<file path="config.mk">
export PLATFORM = sky130hd
export DESIGN_NAME = ahb_rd_ecc_master
export DESIGN_NICKNAME = d
export VERILOG_FILES = /design/src/rtl/ahb_rd_ecc_master.sv
export SDC_FILE = /design/constraint.sdc
export NUM_CORES = 1
export LEC_CHECK = 0
export CAP_MARGIN = 20
export CORE_ASPECT_RATIO = 1.2
export CORE_MARGIN = 2
export CORE_UTILIZATION = 48
export CTS_BUF_LIST = sky130_fd_sc_hd__clkbuf_8 sky130_fd_sc_hd__clkbuf_16
export DETAILED_ROUTE_END_ITERATION = 7
export PLACE_DENSITY = 0.77
export SETUP_SLACK_MARGIN = 0.1
export SYNTH_ARGS = -nofsm -noshare
export SYNTH_HDL_FRONTEND = slang
export SYNTH_SLANG_ARGS = --single-unit
</file>
<file path="constraint.sdc">
create_clock -name hclk -period 3.45 [get_ports hclk]
set_input_delay 0.69 -clock hclk [delete_from_list [all_inputs] [get_ports hclk]]
set_output_delay 0.69 -clock hclk [all_outputs]
set_load 0.05 [all_outputs]
</file>
<file path="src/rtl/ahb_rd_ecc_master.sv">
// AHB-Lite read master: issues INCR read bursts, SECDED-decodes each returned word
// into a small FIFO and presents it as a valid/ready stream with error counters.
module ahb_rd_ecc_master #(
    parameter int FIFO_DEPTH = 4,
    parameter int CNT_W      = 16
) (
    input  logic             hclk,
    input  logic             hresetn,
    input  logic             cmd_valid,
    output logic             cmd_ready,
    input  logic [31:0]      cmd_addr,
    input  logic [3:0]       cmd_len,
    output logic             hbusreq,
    output logic             hlock,
    input  logic             hgrant,
    output logic [31:0]      haddr,
    output logic [1:0]       htrans,
    output logic             hwrite,
    output logic [2:0]       hsize,
    output logic [2:0]       hburst,
    output logic [63:0]      hwdata,
    input  logic [31:0]      hrdata,
    input  logic             hready,
    input  logic [1:0]       hresp,
    output logic             rd_valid,
    input  logic             rd_ready,
    output logic [25:0]      rd_data,
    output logic             rd_last,
    output logic             rd_sec,
    output logic             rd_ded,
    output logic             rd_berr,
    output logic [CNT_W-1:0] sec_cnt,
    output logic [CNT_W-1:0] ded_cnt
);
    localparam int AW = $clog2(FIFO_DEPTH);
    localparam logic [AW:0] DEPTH_V = (AW+1)'(FIFO_DEPTH);

    typedef enum logic [1:0] {S_IDLE, S_REQ, S_ADDR, S_DRAIN} state_t;
    typedef enum logic [1:0] {
        TR_IDLE   = 2'b00,
        TR_BUSY   = 2'b01,
        TR_NONSEQ = 2'b10,
        TR_SEQ    = 2'b11
    } trans_t;

    state_t      state, state_nxt;
    trans_t      trans;
    logic [31:0] addr_q;
    logic [3:0]  beats_left;
    logic        need_nonseq;
    logic        dp_valid;
    logic        dp_last;
    logic        err;
    logic        push;
    logic        pop;
    logic        addr_go;
    logic        can_issue;

    logic [29:0] mem [FIFO_DEPTH];
    logic [AW:0] wr_ptr, rd_ptr, count, free;
    logic [29:0] head;

    logic [4:0]  syn;
    logic        overall;
    logic [31:0] flip;
    logic [31:0] cw;
    logic [25:0] dec_data;
    logic        dec_sec;
    logic        dec_ded;

    assign hlock  = 1'b0;
    assign hwrite = 1'b0;
    assign hsize  = 3'b010;
    assign hburst = 3'b001;
    assign hwdata = '0;
    assign haddr  = addr_q;
    assign htrans = trans;

    assign err       = dp_valid && (hresp != 2'b00);
    assign push      = dp_valid && hready;
    assign count     = wr_ptr - rd_ptr;
    assign free      = DEPTH_V - count;
    // The FIFO must keep room for every data phase already in flight plus the new one.
    assign can_issue = free > (AW+1)'(dp_valid);
    assign addr_go   = hready && (trans == TR_NONSEQ || trans == TR_SEQ);

    always_comb begin
        trans = TR_IDLE;
        if (state == S_ADDR && !err) begin
            if (can_issue)
                trans = (need_nonseq || addr_q[9:0] == 10'd0) ? TR_NONSEQ : TR_SEQ;
            else if (!need_nonseq)
                trans = TR_BUSY;
        end
    end

    always_comb begin
        state_nxt = state;
        cmd_ready = 1'b0;
        hbusreq   = 1'b0;
        case (state)
            S_IDLE: begin
                cmd_ready = 1'b1;
                if (cmd_valid)
                    state_nxt = S_REQ;
            end
            S_REQ: begin
                hbusreq = 1'b1;
                if (err && hready)
                    state_nxt = S_IDLE;
                else if (hgrant && hready)
                    state_nxt = S_ADDR;
            end
            S_ADDR: begin
                hbusreq = 1'b1;
                if (hready) begin
                    if (err)
                        state_nxt = S_IDLE;
                    else if (addr_go && beats_left == 4'd0)
                        state_nxt = S_DRAIN;
                    else if (!hgrant)
                        state_nxt = S_REQ;
                end
            end
            S_DRAIN: begin
                if (!dp_valid || hready)
                    state_nxt = S_IDLE;
            end
            default: state_nxt = S_IDLE;
        endcase
    end

    always_ff @(posedge hclk or negedge hresetn) begin
        if (!hresetn)
            state <= S_IDLE;
        else
            state <= state_nxt;
    end

    always_ff @(posedge hclk or negedge hresetn) begin
        if (!hresetn) begin
            addr_q      <= '0;
            beats_left  <= '0;
            need_nonseq <= 1'b0;
            dp_valid    <= 1'b0;
            dp_last     <= 1'b0;
        end else begin
            if (state == S_IDLE && cmd_valid) begin
                addr_q      <= cmd_addr;
                beats_left  <= cmd_len;
                need_nonseq <= 1'b1;
            end
            if (addr_go) begin
                addr_q      <= addr_q + 32'd4;
                need_nonseq <= 1'b0;
                dp_last     <= (beats_left == 4'd0);
                if (beats_left != 4'd0)
                    beats_left <= beats_left - 4'd1;
            end
            // Losing the grant forces the resumed transfer to restart as NONSEQ.
            if (state == S_ADDR && hready && !hgrant)
                need_nonseq <= 1'b1;
            if (addr_go)
                dp_valid <= 1'b1;
            else if (hready)
                dp_valid <= 1'b0;
        end
    end

    // SECDED: codeword position p lives in hrdata[p-1]; masks select positions with syndrome bit i set.
    always_comb begin
        syn[0]  = ^(hrdata & 32'h5555_5555);
        syn[1]  = ^(hrdata & 32'h6666_6666);
        syn[2]  = ^(hrdata & 32'h7878_7878);
        syn[3]  = ^(hrdata & 32'h7F80_7F80);
        syn[4]  = ^(hrdata & 32'h7FFF_8000);
        overall = ^hrdata;
        flip    = '0;
        if (overall)
            flip = (syn == 5'd0) ? 32'h8000_0000 : (32'd1 << (syn - 5'd1));
        cw       = hrdata ^ flip;
        dec_sec  = overall;
        dec_ded  = !overall && (syn != 5'd0);
        dec_data = {cw[30:16], cw[14:8], cw[6:4], cw[2]};
    end

    always_ff @(posedge hclk) begin
        if (push)
            mem[wr_ptr[AW-1:0]] <= {dec_data, dp_last || err, dec_sec, dec_ded, err};
    end

    always_ff @(posedge hclk or negedge hresetn) begin
        if (!hresetn) begin
            wr_ptr  <= '0;
            rd_ptr  <= '0;
            sec_cnt <= '0;
            ded_cnt <= '0;
        end else begin
            if (push)
                wr_ptr <= wr_ptr + (AW+1)'(1);
            if (pop)
                rd_ptr <= rd_ptr + (AW+1)'(1);
            if (push && dec_sec && sec_cnt != '1)
                sec_cnt <= sec_cnt + CNT_W'(1);
            if (push && dec_ded && ded_cnt != '1)
                ded_cnt <= ded_cnt + CNT_W'(1);
        end
    end

    assign head     = mem[rd_ptr[AW-1:0]];
    assign rd_valid = (count != '0);
    assign pop      = rd_valid && rd_ready;
    assign rd_data  = rd_valid ? head[29:4] : '0;
    assign rd_last  = rd_valid && head[3];
    assign rd_sec   = rd_valid && head[2];
    assign rd_ded   = rd_valid && head[1];
    assign rd_berr  = rd_valid && head[0];

endmodule

</file>
# --- Yosys cells after proc, flatten, opt, wreduce, memory -nomap -nowiden ---
# Memory sizes are Yosys's and may differ from the RTL's.
# Index checks and enable logic that the tools add are counted.
op_classes:
  n_mux: 30
  shift: 1
  add_sub_neg: 9
  order_cmp: 1
  n_eq_ne: 12
  n_bitwise: 1
  n_reduce_logical: 47
ops:
  columns: ["op", "n"]
  rows:
  - ["$reduce_xor A32 Y1", 6]
  - ["$mux W32", 2]
  - ["$mux W31", 2]
  - ["$add A16 B1 Y16 const B", 2]
  - ["$add A32 B3 Y32 const B", 1]
  - ["$ne A16 B16 Y1 const B", 2]
  - ["$shl A1 B5 Y31 const A", 1]
  - ["$xor A31 B31 Y31", 1]
  - ["$mux W26", 1]
  - ["$logic_and A1 B1 Y1", 20]
  - ["$mux W2", 10]
  - ["$mux W4", 3]
  - ["$mux W1", 11]
  - ["$logic_not A10 Y1", 1]
  - ["$eq A2 B2 Y1 const B", 4]
  - ["$pmux W2 S4", 1]
  - ["$add A3 B1 Y3 const B", 2]
  - ["$ne A2 B2 Y1 const B", 3]
  - ["$reduce_bool A2 Y1", 3]
  - ["$reduce_bool A3 Y1", 2]
  - ["$logic_not A5 Y1", 1]
  - ["$reduce_and A5 Y1", 1]
  - ["$reduce_bool A5 Y1", 1]
  - ["$sub A5 B1 Y5 const B", 1]
  - ["other kinds (13)", 19]
totals:
  memories: 1
  in_bits: 76
  ramBits: 120
  regBits: 79
mem_list:
  columns: ["name", "depth", "word_bits", "read_ports", "rd_ports_with_merged_regs", "wr", "line", "source"]
  rows:
  - ["mem", 4, 30, 1, 0, 1, "59", "logic [29:0] mem [FIFO_DEPTH];"]

# --- Depth between registers and ports, before layout ---
# Gate-level depths: netlist of the first run.
depth:
  depth_word: 13
  depth_mapped: 14

# --- Worst setup path before layout of the first run ---
# OpenSTA, ideal clock, no wires.
synth_path:
  path_kind: "reg2out"
  startpoint: "register wr_ptr[0]"
  endpoint: "output htrans[0]"
  arrival_time_ps: 3017
  path_stages_with_launch: 9
  path_buffers: 0
  required_ps: 2760
  path_slack_ps: -257
  cell_sequence: "dfrtp_1 -> inv_1 -> ha_1 -> fa_1 -> xor2_1 -> xnor2_1 -> ha_1 -> o211ai_1 -> a311oi_1"
synth_via:
  elab_chain_len: 5
synth_rtl:
  columns: ["item", "line", "source"]
  rows:
  - ["from (decl)", "60", "logic [AW:0] wr_ptr, rd_ptr, count, free;"]
  - ["from (signal assigned)", "200", "wr_ptr <= wr_ptr + (AW+1)'(1);"]
  - ["$sub A3 B3 Y3", "81", "assign count = wr_ptr - rd_ptr;"]
  - ["$sub A3 B3 Y3", "82", "assign free = DEPTH_V - count;"]
  - ["$gt A3 B1 Y1", "84", "assign can_issue = free > (AW+1)'(dp_valid);"]
  - ["$mux W2", "90", "if (can_issue)"]
  - ["$mux W2", "89", "if (state == S_ADDR && !err) begin"]
  - ["to (decl)", "17", "output logic [1:0] htrans,"]
# Every way passes these cells.

# --- Final worst setup path of the first run ---
# Same ends and word-level chain as after synthesis.

==> results of run 1 <==
==> registers in the layout, summed over array words and instances, names as in the netlist <==
name / flops
need_nonseq: 1
dp_last: 1
wr_ptr: 3
rd_ptr: 3
state: 2
haddr: 32
mem: 120
dp_valid: 1
sec_cnt: 16
ded_cnt: 16
beats_left: 4
==> critical path: cells and delay by family, from the launching register on <==
kind	cells	cell delay (ns)
adder cells (fa/ha/maj)	4	1.01
buffers and inverters	2	0.33
flip-flops	1	0.40
AO/OA/AOI/OAI	2	0.46
==> worst paths after layout <==
kind                                start         end  slack, ns
worst max-delay path            wr_ptr[0]   htrans[0]       0.13
worst min-delay path              hresetn  ded_cnt[4]       0.15
worst max register to register  wr_ptr[0]   haddr[14]       0.45
worst min register to register    dp_last     dp_last       0.49
max in group asynchronous         hresetn   rd_ptr[0]       2.70
min in group hclk                 dp_last     dp_last       0.49
==> cells in the final DEF, fill, tap and decap left out, types with 10 or more instances in the layout <==
cell / synthesis / layout
clkbuf_16: 0 / 18
a211oi_1: 11 / 11
xnor2_2: 3 / 20
clkdlybuf4s50_1: 0 / 134
o21ai_0: 29 / 29
buf_12: 0 / 34
a21oi_1: 26 / 26
buf_4: 72 / 85
conb_1: 2 / 72
ha_1: 18 / 16
dfrtp_1: 79 / 78
xnor2_1: 73 / 55
and2_1: 34 / 32
nor2_1: 59 / 55
and3_1: 22 / 22
nor3_1: 16 / 15
edfxtp_1: 120 / 120
mux4_2: 30 / 30
nand2_1: 72 / 71
nand3_1: 28 / 27
nand4_1: 10 / 10
xor2_1: 32 / 28
inv_1: 22 / 23
==> timing repair <==
action,in CTS,in global routing
gates resized for setup,17,37
setup endpoints to repair,137,135
hold buffers,0,0
pin swaps,7,18
setup buffers,3,4
endpoints found under the hold margin,0,0
==> routing by layer <==
metal	vias to the layer above	routed length, um	share of wire	track usage
met5	-	0	0	0
met4	0	295	0.012	0.0524
met3	27	1620	0.066	0.0470
met2	292	13000	0.53	0.388
met1	3633	9500	0.39	0.252
li1	3392	-	-	-
==> power groups by stage <==
stage	Sequential, uW	Clock (uW)	Combinational, uW
after global placement	3410	0	7930
after floorplan	4070	0	4050
after CTS	3380	1950	8160
final	3390	1920	8310
after global routing	3440	2050	8730
after detailed placement	3420	0	8030
==> cell type report <==
class                      count  area [um2]
clock inverter                15         143
sequential                   199        5580
fill                        1576        7450
timing repair buffer         264        2820
clock buffer                  17         425
multi-input combinational    606        4640
inverter                      22        82.6
tap                          274         343
==> cells by family (layout without fill, tap and decap cells) <==
family | count (synthesis) | after routing | synth area share
mux | 35 | 35 | 0.0701
flops | 199 | 199 | 0.536
simple gates | 269 | 269 | 0.130
fa+ha+maj | 19 | 19 | 0.0236
xor+xnor | 118 | 118 | 0.115
other cells | 2 | 72 | 0.000721
buf+inv | 117 | 318 | 0.0690
compound gates | 93 | 93 | 0.0553
==> metrics by stage <==
stage | setup TNS, ns | area, um2
2_1_floorplan | 0 | 10700
5_1_grt | -0.0128 | 14000
3_5_place_dp | -46.34 | 13100
6_report | 0 | 14000
3_3_place_gp | -35.00 | 13100
4_1_cts | 0 | 13800
==> summary.md, run 1 <==
| Metric | Value |
|---|---|
| Initial DRT Pass Iterations | 5 |
| H-tree levels | 4 |
| Initial DRC count | 481 |
| Largest net degree at the start of global routing | 80 |
| RSZ-0062 raised after global routing | yes |
| Seq cells post-synth | 199 |
| DIE AREA | 22900 um2 |
| Crit path cell chain | inv_2, ha_4, fa_2, ha_2, ha_1, o211ai_1, a311oi_2, clkbuf_16 |
| Slew HR | 0.575 |
| Die width | 138 um |
| Final Instance Count excl. Fillers | 1397 |
| EDFF count, synth | 120 |
| Reg2reg path depth | 13 |
| Setup violations, final | 0 |
| Core outline area | 21500 um2 |
| Peak supply drop | 1080 uV |
| Critical Path End Type | output pin |
| Clk Latency, worst-skew pair | 0.43 ns |
| Tmin final | 3.32 ns |
| Synth top cells by count | 120 x edfxtp_1, 79 x dfrtp_1, 73 x xnor2_1 |
| CTS Sinks | 199 |
| Share of post-route cells with drive strength above 1 | 0.221 |
| Post-DP HPWL | 16800 um |
| Clock Root Buffer | clkbuf_16 |
| N_diodes | 0 |
| Setup ws final | 0.134 ns |
| WL/cell | 17.5 um |
| Sw Pwr | 5990 uW |
| I/O Buffers | 174 |
| Layout Area Growth over Synthesis | 34.8% |
| Overall Global Routing Usage | 0.210 |
| Period Utilization, post-route | 0.961 |
| Crit path kind | flop to output pin |
| Pre-CTS setup slack | -0.479 ns |
| Antenna violations before repair | 0 |
| Pint | 7630 uW |
| Synthesized area | 10400 um2 |
| Fmax | 302 MHz |
| Synth warnings | 0 |
| Starting density of the core | 0.485 |
| Final ANT Viol Nets | 0 |
| Worst Max-Slew Pin Slew | 0.637 ns |
| Avg Inst Size Synth | 12.2 um2 |
| Critical path required time | 2.76 ns |
| Slowest cell on the critical path | fa_2 |
| # DRC | 0 |
| Most frequent cell after synthesis | edfxtp_1 |
| Final Hold Vio Count | 0 |
| Share of the synthesized area in the top cell type | 0.346 |
| Final WL | 24400 um |
| Worst path max stage delay | 0.43 ns |
| First-pass GRT wire length | 37700 um |
| Area contributors post-synth | edfxtp_1 35%, dfrtp_1 19%, mux4_2 6.5% |
| Vias in the first global route | 7232 |
| Global placement routability congestion | 0.847 |
| Sequential element share of the synthesized area | 0.536 |
| PwrDens | 971 nW/um2 |
| Sequential power share | 0.249 |
| Synthesized netlist cell count | 852 |
| Final Net Count | 1205 |
| Critical path startpoint category | flop |
| Core Rows | 59 |
| Final core utilization | 0.653 |
| Reg clk slew, reported paths | 0.08 ns |
| Worst EP arrival | 2.63 ns |
| Hold WC Path Type | input port to asynchronous set/reset pin |
| Gr ovfl total | 0 |
| CTS tree | done |
| Area leader, netlist | edfxtp_1 |
| Leakage Power | 0.00573 uW |
| Clk network pwr share | 0.141 |
| Pwr Total | 13600 uW |
| Status | complete, no violations |
| Max FO, Critical Path | 3 |
| Fin Clk Skew | 0.0107 ns |
| Post-DR vias/cell | 5.26 |
| Switching part of the total power | 0.440 |
| I/O pin total | 247 |
| Async SR Flop Fraction | 0.397 |
| Max Cap Viol | 0 |
| Dpl cells | 1357 |
| Die height | 165 um |
| Gate power share | 0.610 |
| Total CTS buffers | 17 |
| Hold WS | 0.146 ns |
| Clock Path Buffers | 2 |
| Ys flop type | edfxtp_1 |
| Number of distinct library cells after synthesis | 58 |
| DR vias | 7344 |
| Slew Viols, Final | 0 |
Power figures use the tool's default switching activity.
==> run 2, diff against run 1 <==
- HOLD_SLACK_MARGIN: unset -> 0.03
- SLEW_MARGIN: unset -> 5
==> results of run 2 <==
Final layout, timing and power as in run 1 (identical DEF).
==> run 3, diff against run 2 <==
--- a/config.mk
+++ b/config.mk
@@ -12,2 +12,3 @@
 export CTS_BUF_LIST = sky130_fd_sc_hd__clkbuf_8 sky130_fd_sc_hd__clkbuf_16
+export CTS_CLUSTER_SIZE = 20
 export DETAILED_ROUTE_END_ITERATION = 7
@@ -15,2 +16,3 @@
 export PLACE_DENSITY = 0.77
+export REMOVE_ABC_BUFFERS = 1
 export SETUP_SLACK_MARGIN = 0.1
==> constraint.sdc (replaced) <==
create_clock -name hclk -period 3.45 [get_ports hclk]
set_input_delay 0.8625 -clock hclk [delete_from_list [all_inputs] [get_ports hclk]]
set_output_delay 0.8625 -clock hclk [all_outputs]
set_load 0.05 [all_outputs]
==> summary.md, run 3 (synthesis gave the netlist of run 1 again) <==
| Metric | Value |
|---|---|
| # DRC | 0 (unchanged) |
| Clock Root Buffer | clkbuf_16 |
| Peak supply drop | 1020 uV (-6.2%) |
| Tmin final | 3.45 ns (+0.139 ns) |
| PwrDens | 985 nW/um2 (+1.5%) |
| Final Net Count | 1219 (+1.2%) |
| Multi-input combinational cell area | 4870 um2 (+4.9%) |
| WL/cell | 18.0 um (+3.1%) |
| Commonest non-fill, non-tap cells in the layout | 121 x clkdlybuf4s50_1, 120 x edfxtp_1, 99 x buf_4 |
| Worst Max-Slew Pin Slew | 0.668 ns (+0.0307 ns) |
| Clk Latency, worst-skew pair | 0.44 ns (about the same) |
| Reg-to-reg endpoint | haddr[28] |
| Most common cell after layout, fill and taps aside | clkdlybuf4s50_1 |
| Die height | 165 um (unchanged) |
| Initial DRT Pass Iterations | 5 (unchanged) |
| CTS Sinks | 199 (unchanged) |
| Gr ovfl total | 0 (unchanged) |
| Post-DR vias/cell | 5.24 (-0.41%) |
| I/O pin total | 247 (unchanged) |
| Period Utilization, post-route | 1.00 (+0.0403) |
| Core outline area | 21500 um2 (unchanged) |
| R2r setup slk | 0.38 ns (-0.07 ns) |
| Slew Viols, Final | 0 (unchanged) |
| Post-DP HPWL | 17000 um (+1.3%) |
| Critical path required time | 2.59 ns (-0.17 ns) |
| RSZ-0062 raised after global routing | yes |
| Final Hold Vio Count | 0 (unchanged) |
| Antenna violations before repair | 0 (unchanged) |
| Sequential power share | 0.240 (-0.009) |
| Worst EP arrival | 2.59 ns (-0.04 ns) |
| Leakage Power | 0.00594 uW (+3.8%) |
| Reg clk slew, reported paths | 0.08 ns (about the same) |
| Hold WS | 0.453 ns (+0.306 ns) |
| # fillers | 1489 (-5.5%) |
| Failing checks | setup timing |
| Global placement routability congestion | 0.919 (+8.6%) |
| Setup violations, final | 1 (+1) |
| Critical path startpoint category | flop |
| Fin Clk Skew | 0.0123 ns (+0.00151 ns) |
| Critical Path End Type | output pin |
| Vias in the first global route | 7291 (+0.82%) |
| Pre-CTS setup slack | -0.655 ns (-0.176 ns) |
| Dpl cells | 1364 (+0.52%) |
| Clk network pwr share | 0.128 (-0.013) |
| Overall Global Routing Usage | 0.216 (+0.00541) |
| Reg2reg path depth | 14 (+1) |
| Slew HR | 0.555 (-0.0204) |
| Core Rows | 59 (unchanged) |
| Reg-to-Reg Start | wr_ptr[0] |
| Crit path kind | flop to output pin |
| Setup ws final | -0.00477 ns (-0.139 ns) |
| Max reg flops | 120 (unchanged) |
| Share of post-route cells with drive strength above 1 | 0.277 (+0.0562) |
| Hold WC Path Type | input port to asynchronous set/reset pin |
| Sw Pwr | 6140 uW (+2.5%) |
| Largest net degree at the start of global routing | 52 (-35%) |
| N_diodes | 0 (unchanged) |
| Pint | 7970 uW (+4.5%) |
| Final WL | 25400 um (+4.2%) |
| FF+latch area | 5580 um2 (unchanged) |
| CTS tree | done |
| First-pass GRT wire length | 38600 um (+2.4%) |
| DIE AREA | 22900 um2 (unchanged) |
| Die width | 138 um (unchanged) |
| Clock Path Buffers | 2 (unchanged) |
| I/O Buffers | 174 (unchanged) |
| Total CTS buffers | 17 (unchanged) |
| Layout Area Growth over Synthesis | 37.6% |
| DR vias | 7387 (+0.59%) |
| Status | finished, violations left |
| Max Cap Viol | 0 (unchanged) |
| Initial DRC count | 433 (-10%) |
| Final Instance Count excl. Fillers | 1411 (+1.0%) |
| Starting density of the core | 0.485 (unchanged) |
| H-tree levels | 4 (unchanged) |
| Final ANT Viol Nets | 0 (unchanged) |
| Max FO, Critical Path | 3 (unchanged) |
| Post-route setup TNS | -0.00477 ns (-0.00477 ns) |
| Gate power share | 0.632 (+0.022) |
| Switching part of the total power | 0.435 (-0.00462) |
| Fmax | 289 MHz (-4.0%) |
## run 3: cell type report
cell class	count	area share
sequential	199	0.390
multi-input combinational	606	0.340
tap	274	0.0239
timing repair buffer	278	0.203
clock buffer	17	0.0297
clock inverter	15	0.00742
inverter	22	0.00594
## run 3: how the worst max path moves through the flow
stage	from	to	slack, ns	depth (start not counted)
floorplan	rd_ptr[0]	htrans[0]	-1.44	6
global placement	hrdata[6]	mem[0][23]	-0.60	9
detailed placement	hrdata[6]	mem[2][23]	-0.65	9
CTS	wr_ptr[0]	htrans[0]	-0.05	8
global route	wr_ptr[0]	htrans[0]	-0.1	9
finish	wr_ptr[0]	htrans[0]	-0.005	8
## run 3: stage by stage
step / power (uW) / utilization / area (um2)
floorplan: 8000 / - / 10000
global placement: 11300 / 0.612 / 13100
detailed placement: 11400 / 0.612 / 13100
CTS: 13900 / 0.655 / 14100
global route: 14700 / 0.667 / 14300
finish: 14100 / 0.667 / 14300
## run 3: metal layers
layer | global-route usage | vias to the layer above | wire (um)
li1 | - | 3418 | -
met1 | 0.271 | 3676 | 10200
met2 | 0.381 | 248 | 13200
met3 | 0.0381 | 45 | 1360
met4 | 0.0761 | 0 | 664
met5 | 0 | - | 0
## run 3: critical path, stage by stage, from the launching register on
cell and delay [ns]:
dfrtp_1 0.39, inv_2 0.10, ha_4 0.14, fa_2 0.44
ha_4 0.17, ha_1 0.26, o211ai_1 0.13, a311oi_2 0.34
buf_12 0.19
## run 3: what timing repair did
action,4_1_cts,5_1_grt
buffers inserted,5,8
cloned,1,1
hold buffers,0,0
gates resized for setup,89,40
setup endpoints to repair,163,157
pin swaps,24,20
## run 3: power by group through the flow
stage	clock network [uW]	registers, uW	logic [uW]
after global placement	0	3400	7910
after global routing	1930	3450	9360
final	1810	3380	8920
after detailed placement	0	3410	8000
after floorplan	0	4190	3810
after CTS	1840	3380	8650
